<file path="src/rtl/aes_round_ctrl_if.sv">
// Handshake bundle between the AES wrapper/key schedule/datapath and the round sequencer.
// The slave modport is the sequencer's view; master is the surrounding environment.
interface aes_round_ctrl_if #(
  parameter int RCW = 4
);
  logic           start;
  logic           abort;
  logic           rk_req;
  logic [RCW-1:0] rk_idx;
  logic           rk_vld;
  logic           dp_load;
  logic           dp_round_en;
  logic           dp_skip_mix;
  logic [RCW-1:0] round;
  logic           busy;
  logic           out_valid;
  logic           out_ready;

  modport master (
    output start, abort, rk_vld, out_ready,
    input  rk_req, rk_idx, dp_load, dp_round_en, dp_skip_mix, round, busy, out_valid
  );

  modport slave (
    input  start, abort, rk_vld, out_ready,
    output rk_req, rk_idx, dp_load, dp_round_en, dp_skip_mix, round, busy, out_valid
  );
endinterface

</file>
<file path="src/rtl/aes_round_ctrl.sv">
// Iterative AES encryption round sequencer: initial AddRoundKey, NUM_ROUNDS rounds
// (last without MixColumns), round-key fetch over req/vld, ciphertext over valid/ready.
module aes_round_ctrl #(
  parameter int NUM_ROUNDS = 10,
  parameter int RCW        = 4
) (
  input  logic                   clk,
  input  logic                   rst_n,
  aes_round_ctrl_if.slave        bus
);

  typedef enum logic [1:0] {IDLE, LOAD, RND, OUT} state_t;

  state_t         state_q, state_d;
  logic [RCW-1:0] round_q, round_d;
  logic [RCW-1:0] idx_q, idx_d;
  logic           last_round;

  assign last_round = (round_q == RCW'(NUM_ROUNDS));

  always_ff @(posedge clk or negedge rst_n) begin
    if (!rst_n) begin
      state_q <= IDLE;
      round_q <= '0;
      idx_q   <= '0;
    end else begin
      state_q <= state_d;
      round_q <= round_d;
      idx_q   <= idx_d;
    end
  end

  // Datapath strobes are Mealy (state AND rk_vld) so each key handshake fires exactly once.
  always_comb begin
    state_d         = state_q;
    round_d         = round_q;
    idx_d           = idx_q;
    bus.dp_load     = 1'b0;
    bus.dp_round_en = 1'b0;
    bus.dp_skip_mix = 1'b0;
    if (bus.abort) begin
      state_d = IDLE;
      round_d = '0;
      idx_d   = '0;
    end else begin
      unique case (state_q)
        IDLE: begin
          if (bus.start) begin
            state_d = LOAD;
            round_d = '0;
            idx_d   = '0;
          end
        end
        LOAD: begin
          if (bus.rk_vld) begin
            bus.dp_load = 1'b1;
            state_d     = RND;
            round_d     = RCW'(1);
            idx_d       = RCW'(1);
          end
        end
        RND: begin
          if (bus.rk_vld) begin
            bus.dp_round_en = 1'b1;
            if (last_round) begin
              bus.dp_skip_mix = 1'b1;
              state_d         = OUT;
            end else begin
              round_d = round_q + RCW'(1);
              idx_d   = idx_q + RCW'(1);
            end
          end
        end
        OUT: begin
          if (bus.out_ready) begin
            state_d = IDLE;
            round_d = '0;
            idx_d   = '0;
          end
        end
        default: begin
          state_d = IDLE;
          round_d = '0;
          idx_d   = '0;
        end
      endcase
    end
  end

  assign bus.rk_req    = (state_q == LOAD) || (state_q == RND);
  assign bus.busy      = (state_q != IDLE);
  assign bus.out_valid = (state_q == OUT);
  assign bus.rk_idx    = idx_q;
  assign bus.round     = round_q;

endmodule

</file>
<file path="src/flat_wrapper.sv">
// flat-port wrapper written by rule: the top's interface ports become plain ports
module aes_round_ctrl_flat 
#(
  parameter int NUM_ROUNDS = 10,
  parameter int RCW        = 4
)
  (clk, rst_n, bus_start, bus_abort, bus_rk_vld, bus_out_ready, bus_rk_req, bus_rk_idx, bus_dp_load, bus_dp_round_en, bus_dp_skip_mix, bus_round, bus_busy, bus_out_valid);
  aes_round_ctrl_if #(.RCW(RCW)) bus_i ();
  input  logic clk;
  input  logic rst_n;
  input wire logic [$bits(bus_i.start)-1:0] bus_start;
  input wire logic [$bits(bus_i.abort)-1:0] bus_abort;
  input wire logic [$bits(bus_i.rk_vld)-1:0] bus_rk_vld;
  input wire logic [$bits(bus_i.out_ready)-1:0] bus_out_ready;
  output wire logic [$bits(bus_i.rk_req)-1:0] bus_rk_req;
  output wire logic [$bits(bus_i.rk_idx)-1:0] bus_rk_idx;
  output wire logic [$bits(bus_i.dp_load)-1:0] bus_dp_load;
  output wire logic [$bits(bus_i.dp_round_en)-1:0] bus_dp_round_en;
  output wire logic [$bits(bus_i.dp_skip_mix)-1:0] bus_dp_skip_mix;
  output wire logic [$bits(bus_i.round)-1:0] bus_round;
  output wire logic [$bits(bus_i.busy)-1:0] bus_busy;
  output wire logic [$bits(bus_i.out_valid)-1:0] bus_out_valid;
  assign bus_i.start = bus_start;
  assign bus_i.abort = bus_abort;
  assign bus_i.rk_vld = bus_rk_vld;
  assign bus_i.out_ready = bus_out_ready;
  assign bus_rk_req = bus_i.rk_req;
  assign bus_rk_idx = bus_i.rk_idx;
  assign bus_dp_load = bus_i.dp_load;
  assign bus_dp_round_en = bus_i.dp_round_en;
  assign bus_dp_skip_mix = bus_i.dp_skip_mix;
  assign bus_round = bus_i.round;
  assign bus_busy = bus_i.busy;
  assign bus_out_valid = bus_i.out_valid;
  aes_round_ctrl #(.NUM_ROUNDS(NUM_ROUNDS), .RCW(RCW)) u_core (.clk(clk), .rst_n(rst_n), .bus(bus_i));
endmodule
</file>
<file path="config.mk">
export PLATFORM = sky130hd
export DESIGN_NAME = aes_round_ctrl_flat
export DESIGN_NICKNAME = d
export VERILOG_FILES = /design/src/rtl/aes_round_ctrl_if.sv /design/src/rtl/aes_round_ctrl.sv /design/src/flat_wrapper.sv
export SDC_FILE = /design/constraint.sdc
export NUM_CORES = 1
export LEC_CHECK = 0
export ABC_AREA = 1
export CAP_MARGIN = 0
export CORE_MARGIN = 10
export CORE_UTILIZATION = 54
export CTS_BUF_LIST = sky130_fd_sc_hd__clkbuf_2 sky130_fd_sc_hd__clkbuf_4 sky130_fd_sc_hd__clkbuf_8
export DETAILED_ROUTE_END_ITERATION = 10
export GPL_ROUTABILITY_DRIVEN = 0
export PLACE_DENSITY = 0.87
export REMOVE_ABC_BUFFERS = 1
export SKIP_CTS_REPAIR_TIMING = 1
export SLEW_MARGIN = 30
export SYNTH_ARGS = -nofsm -noshare
export SYNTH_HDL_FRONTEND = slang
export SYNTH_SLANG_ARGS = --single-unit
</file>
<file path="constraint.sdc">
create_clock -name clk -period 2.7 [get_ports clk]
set_input_delay 0.54 -clock clk [delete_from_list [all_inputs] [get_ports clk]]
set_output_delay 0.54 -clock clk [all_outputs]
set_load 0.02 [all_outputs]
</file>
==> impl_metrics.env <==
export IMPL_status="finished clean"
export IMPL_htreeDepth=1
export IMPL_fin_crit_sh_pct=94.06
export IMPL_finalPower_uw=667.3
export IMPL_cts_buffers=3
export IMPL_register_area_um2=250.2
export IMPL_multiInputGateArea_um2=481.7
export IMPL_cts_buffer_depth=2
export IMPL_io_buffers=19
export IMPL_coreArea_um2=1350
export IMPL_antenna_cells=0
export IMPL_p_seq_share_pct=30.3
export IMPL_cp_max_fo=5
export IMPL_internal_power_uw=368.6
export IMPL_dr_total_vias=779
export IMPL_grt_pass1_wl_mm=3.298
export IMPL_fin_skew_ns=0.002194
export IMPL_rsz0062_at_grt="no"
export IMPL_rrSetupSlack_ns=1.14
export IMPL_final_common_cell="nand2_1"
export IMPL_antenna_found_initial=0
export IMPL_post_drt_wl_per_cell_um=12.84
export IMPL_root_buffer="clkbuf_4"
export IMPL_p_leak_nw=0.5305
export IMPL_tns_ns=0
export IMPL_yosysWarningCount=0
export IMPL_drt_first_iter_violations=19
export IMPL_clk_latency_ns=0.26
export IMPL_overflow=0
export IMPL_powerDensity_nw_per_um2=640.3
export IMPL_r2r_cells=9
export IMPL_arrival_ns=2.00
export IMPL_synth_area_um2=795.8
export IMPL_max_freq_mhz=393.7
export IMPL_io_pin_count=20
export IMPL_pwr_share_clk_pct=14.9
export IMPL_period_needed_ns=2.540
export IMPL_drv_cap=0
export IMPL_nFillCells=112
export IMPL_worstSetupPathType="primary input to output port"
export IMPL_antenna_left=0
export IMPL_route_detailed_drc=0
export IMPL_final_cell_mix="32 x nand2_1, 19 x clkdlybuf4s50_1, 15 x inv_1"
export IMPL_grt_max_degree=11
export IMPL_slew_violations=0
export IMPL_hold_viol_final=0
export IMPL_r2r_start="u_core.state_q[0]$_DFFE_PN0P_"
export IMPL_max_slew_worst_pin_slew_ns=0.4565
export IMPL_cp_data_required_time_ns=2.16
export IMPL_hold_path_class="register to register"
export IMPL_synth_seq_cells=10
export IMPL_row_count=13
export IMPL_worstSetupStartpoint="bus_abort"
export IMPL_cts_sinks=10
export IMPL_drt_pass1_iter_count=4
export IMPL_drive_above_1_share_pct=13.53
export IMPL_synthToLayoutAreaGrowth_pct=30.97
export IMPL_end_kind="output port"
export IMPL_die_y_um=58.39
export IMPL_die_area_um2=3409
export IMPL_syn_inst=109
export IMPL_ys_seq_area_share_pct=31.45
export IMPL_grtUsageTotal_pct=12.02
export IMPL_via_per_inst=5.264
export IMPL_dp_hpwl_mm=1.525
export IMPL_crit_end="bus_dp_skip_mix"
export IMPL_wl_mm=1.901
export IMPL_layout_nets=149
export IMPL_max_slew_margin_rel_pct=69.47
export IMPL_ys_types=18
export IMPL_die_w_um=58.39
export IMPL_synth_area_per_cell_um2=7.301
export IMPL_r2r_end="u_core.bus.rk_idx[3]$_DFFE_PN0P_"
export IMPL_netSwitchingFraction_pct=44.77
export IMPL_vdd_drop_max_mv=0.5118
export IMPL_path_clk_slew_ns=0.06
export IMPL_comb_power_share_pct=54.8
export IMPL_cts_tree="built"
export IMPL_grt_pass1_vias=783
export IMPL_p_switching_uw=298.7
export IMPL_initial_core_util_pct=58.94
export IMPL_critPathLaunchType="primary input"
export IMPL_setup_viol=0
==> worst min path at each step <==
stage                                                start                               end  slack [ns]  cells past startpoint
after floorplan                                      rst_n  u_core.bus.rk_idx[0]$_DFFE_PN0P_        0.24                      0
after global placement    u_core.bus.rk_idx[3]$_DFFE_PN0P_  u_core.bus.rk_idx[3]$_DFFE_PN0P_        0.49                      2
after detailed placement  u_core.bus.rk_idx[3]$_DFFE_PN0P_  u_core.bus.rk_idx[3]$_DFFE_PN0P_        0.51                      2
after CTS                 u_core.bus.rk_idx[3]$_DFFE_PN0P_  u_core.bus.rk_idx[3]$_DFFE_PN0P_        0.53                      2
after global routing      u_core.bus.rk_idx[3]$_DFFE_PN0P_  u_core.bus.rk_idx[3]$_DFFE_PN0P_        0.56                      2
final                     u_core.bus.rk_idx[3]$_DFFE_PN0P_  u_core.bus.rk_idx[3]$_DFFE_PN0P_        0.51                      2
==> synth_stat cells <==
cell	count	area share, %
dfrtp_1	10	31
nand3_1	12	7.5
nand4_4	1	2.7
nand4_1	2	1.6
nor2_1	10	4.7
o21ai_4	1	2.0
o21ai_2	1	1.1
nand2_4	1	1.4
nand2_1	32	15
inv_1	15	7.1
ha_1	8	13
inv_2	2	0.94
nand2_2	2	1.6
xnor2_1	2	2.2
nand3_2	2	2.5
a21oi_1	3	1.9
nor3_1	2	1.3
nor2_2	3	2.4
==> registers in the layout (all words and copies together), names as in the netlist <==
register / cells
u_core.state_q: 2
u_core.bus.rk_idx: 4
u_core.bus.round: 4
==> power groups by stage <==
stage               Sequential, mW  Clock, mW  Combinational, mW
floorplan                    0.212          0              0.228
global placement             0.203          0              0.357
detailed placement           0.205          0              0.366
CTS                          0.202      0.103              0.368
global route                 0.207      0.107              0.404
finish                       0.202     0.0994              0.366
==> layout make-up <==
type / count / share of cell area (%)
well taps: 15 / 1.801
clock buffers: 3 / 2.161
multi-input cells: 82 / 46.22
flip-flops and latches: 10 / 24.01
inverters: 17 / 6.122
repair buffers: 21 / 19.69
==> routing by layer <==
| layer | global-route usage [%] | up-vias | wire length [um] |
|---|---|---|---|
| met2 | 21.09 | 23 | 983 |
| met5 | 0 | - | 0 |
| met1 | 12.22 | 360 | 731 |
| met3 | 5.794 | 4 | 172 |
| met4 | 3.691 | 0 | 13 |
| li1 | - | 392 | - |
==> through the flow <==
step	setup WS (ns)	util (%)	area (um2)	std cells	hold WS [ns]
2_1_floorplan	0.8401	-	795.8	109	0.2444
3_3_place_gp	0.1764	75.53	1020	145	0.4921
3_5_place_dp	0.1536	75.53	1020	145	0.5073
4_1_cts	0.1456	77.20	1042	148	0.5261
5_1_grt	0.08065	77.20	1042	148	0.5611
6_report	0.1603	77.20	1042	148	0.5147
==> cell families after synthesis <==
| logic type | after synthesis | share of synthesized area [%] |
|---|---|---|
| simple gates | 67 | 40.72 |
| fa+ha+maj | 8 | 12.58 |
| buf+inv | 17 | 8.019 |
| compound gates | 5 | 5.032 |
| xor+xnor | 2 | 2.202 |
| flops | 10 | 31.45 |
==> critical path, stage by stage <==
cell and delay, ns:
clkdlybuf4s50_1 0.49, nor2_2 0.22, nand2_4 0.06, nor2_1 0.08
clkdlybuf4s50_1 0.61
Power figures use the tool's default switching activity.
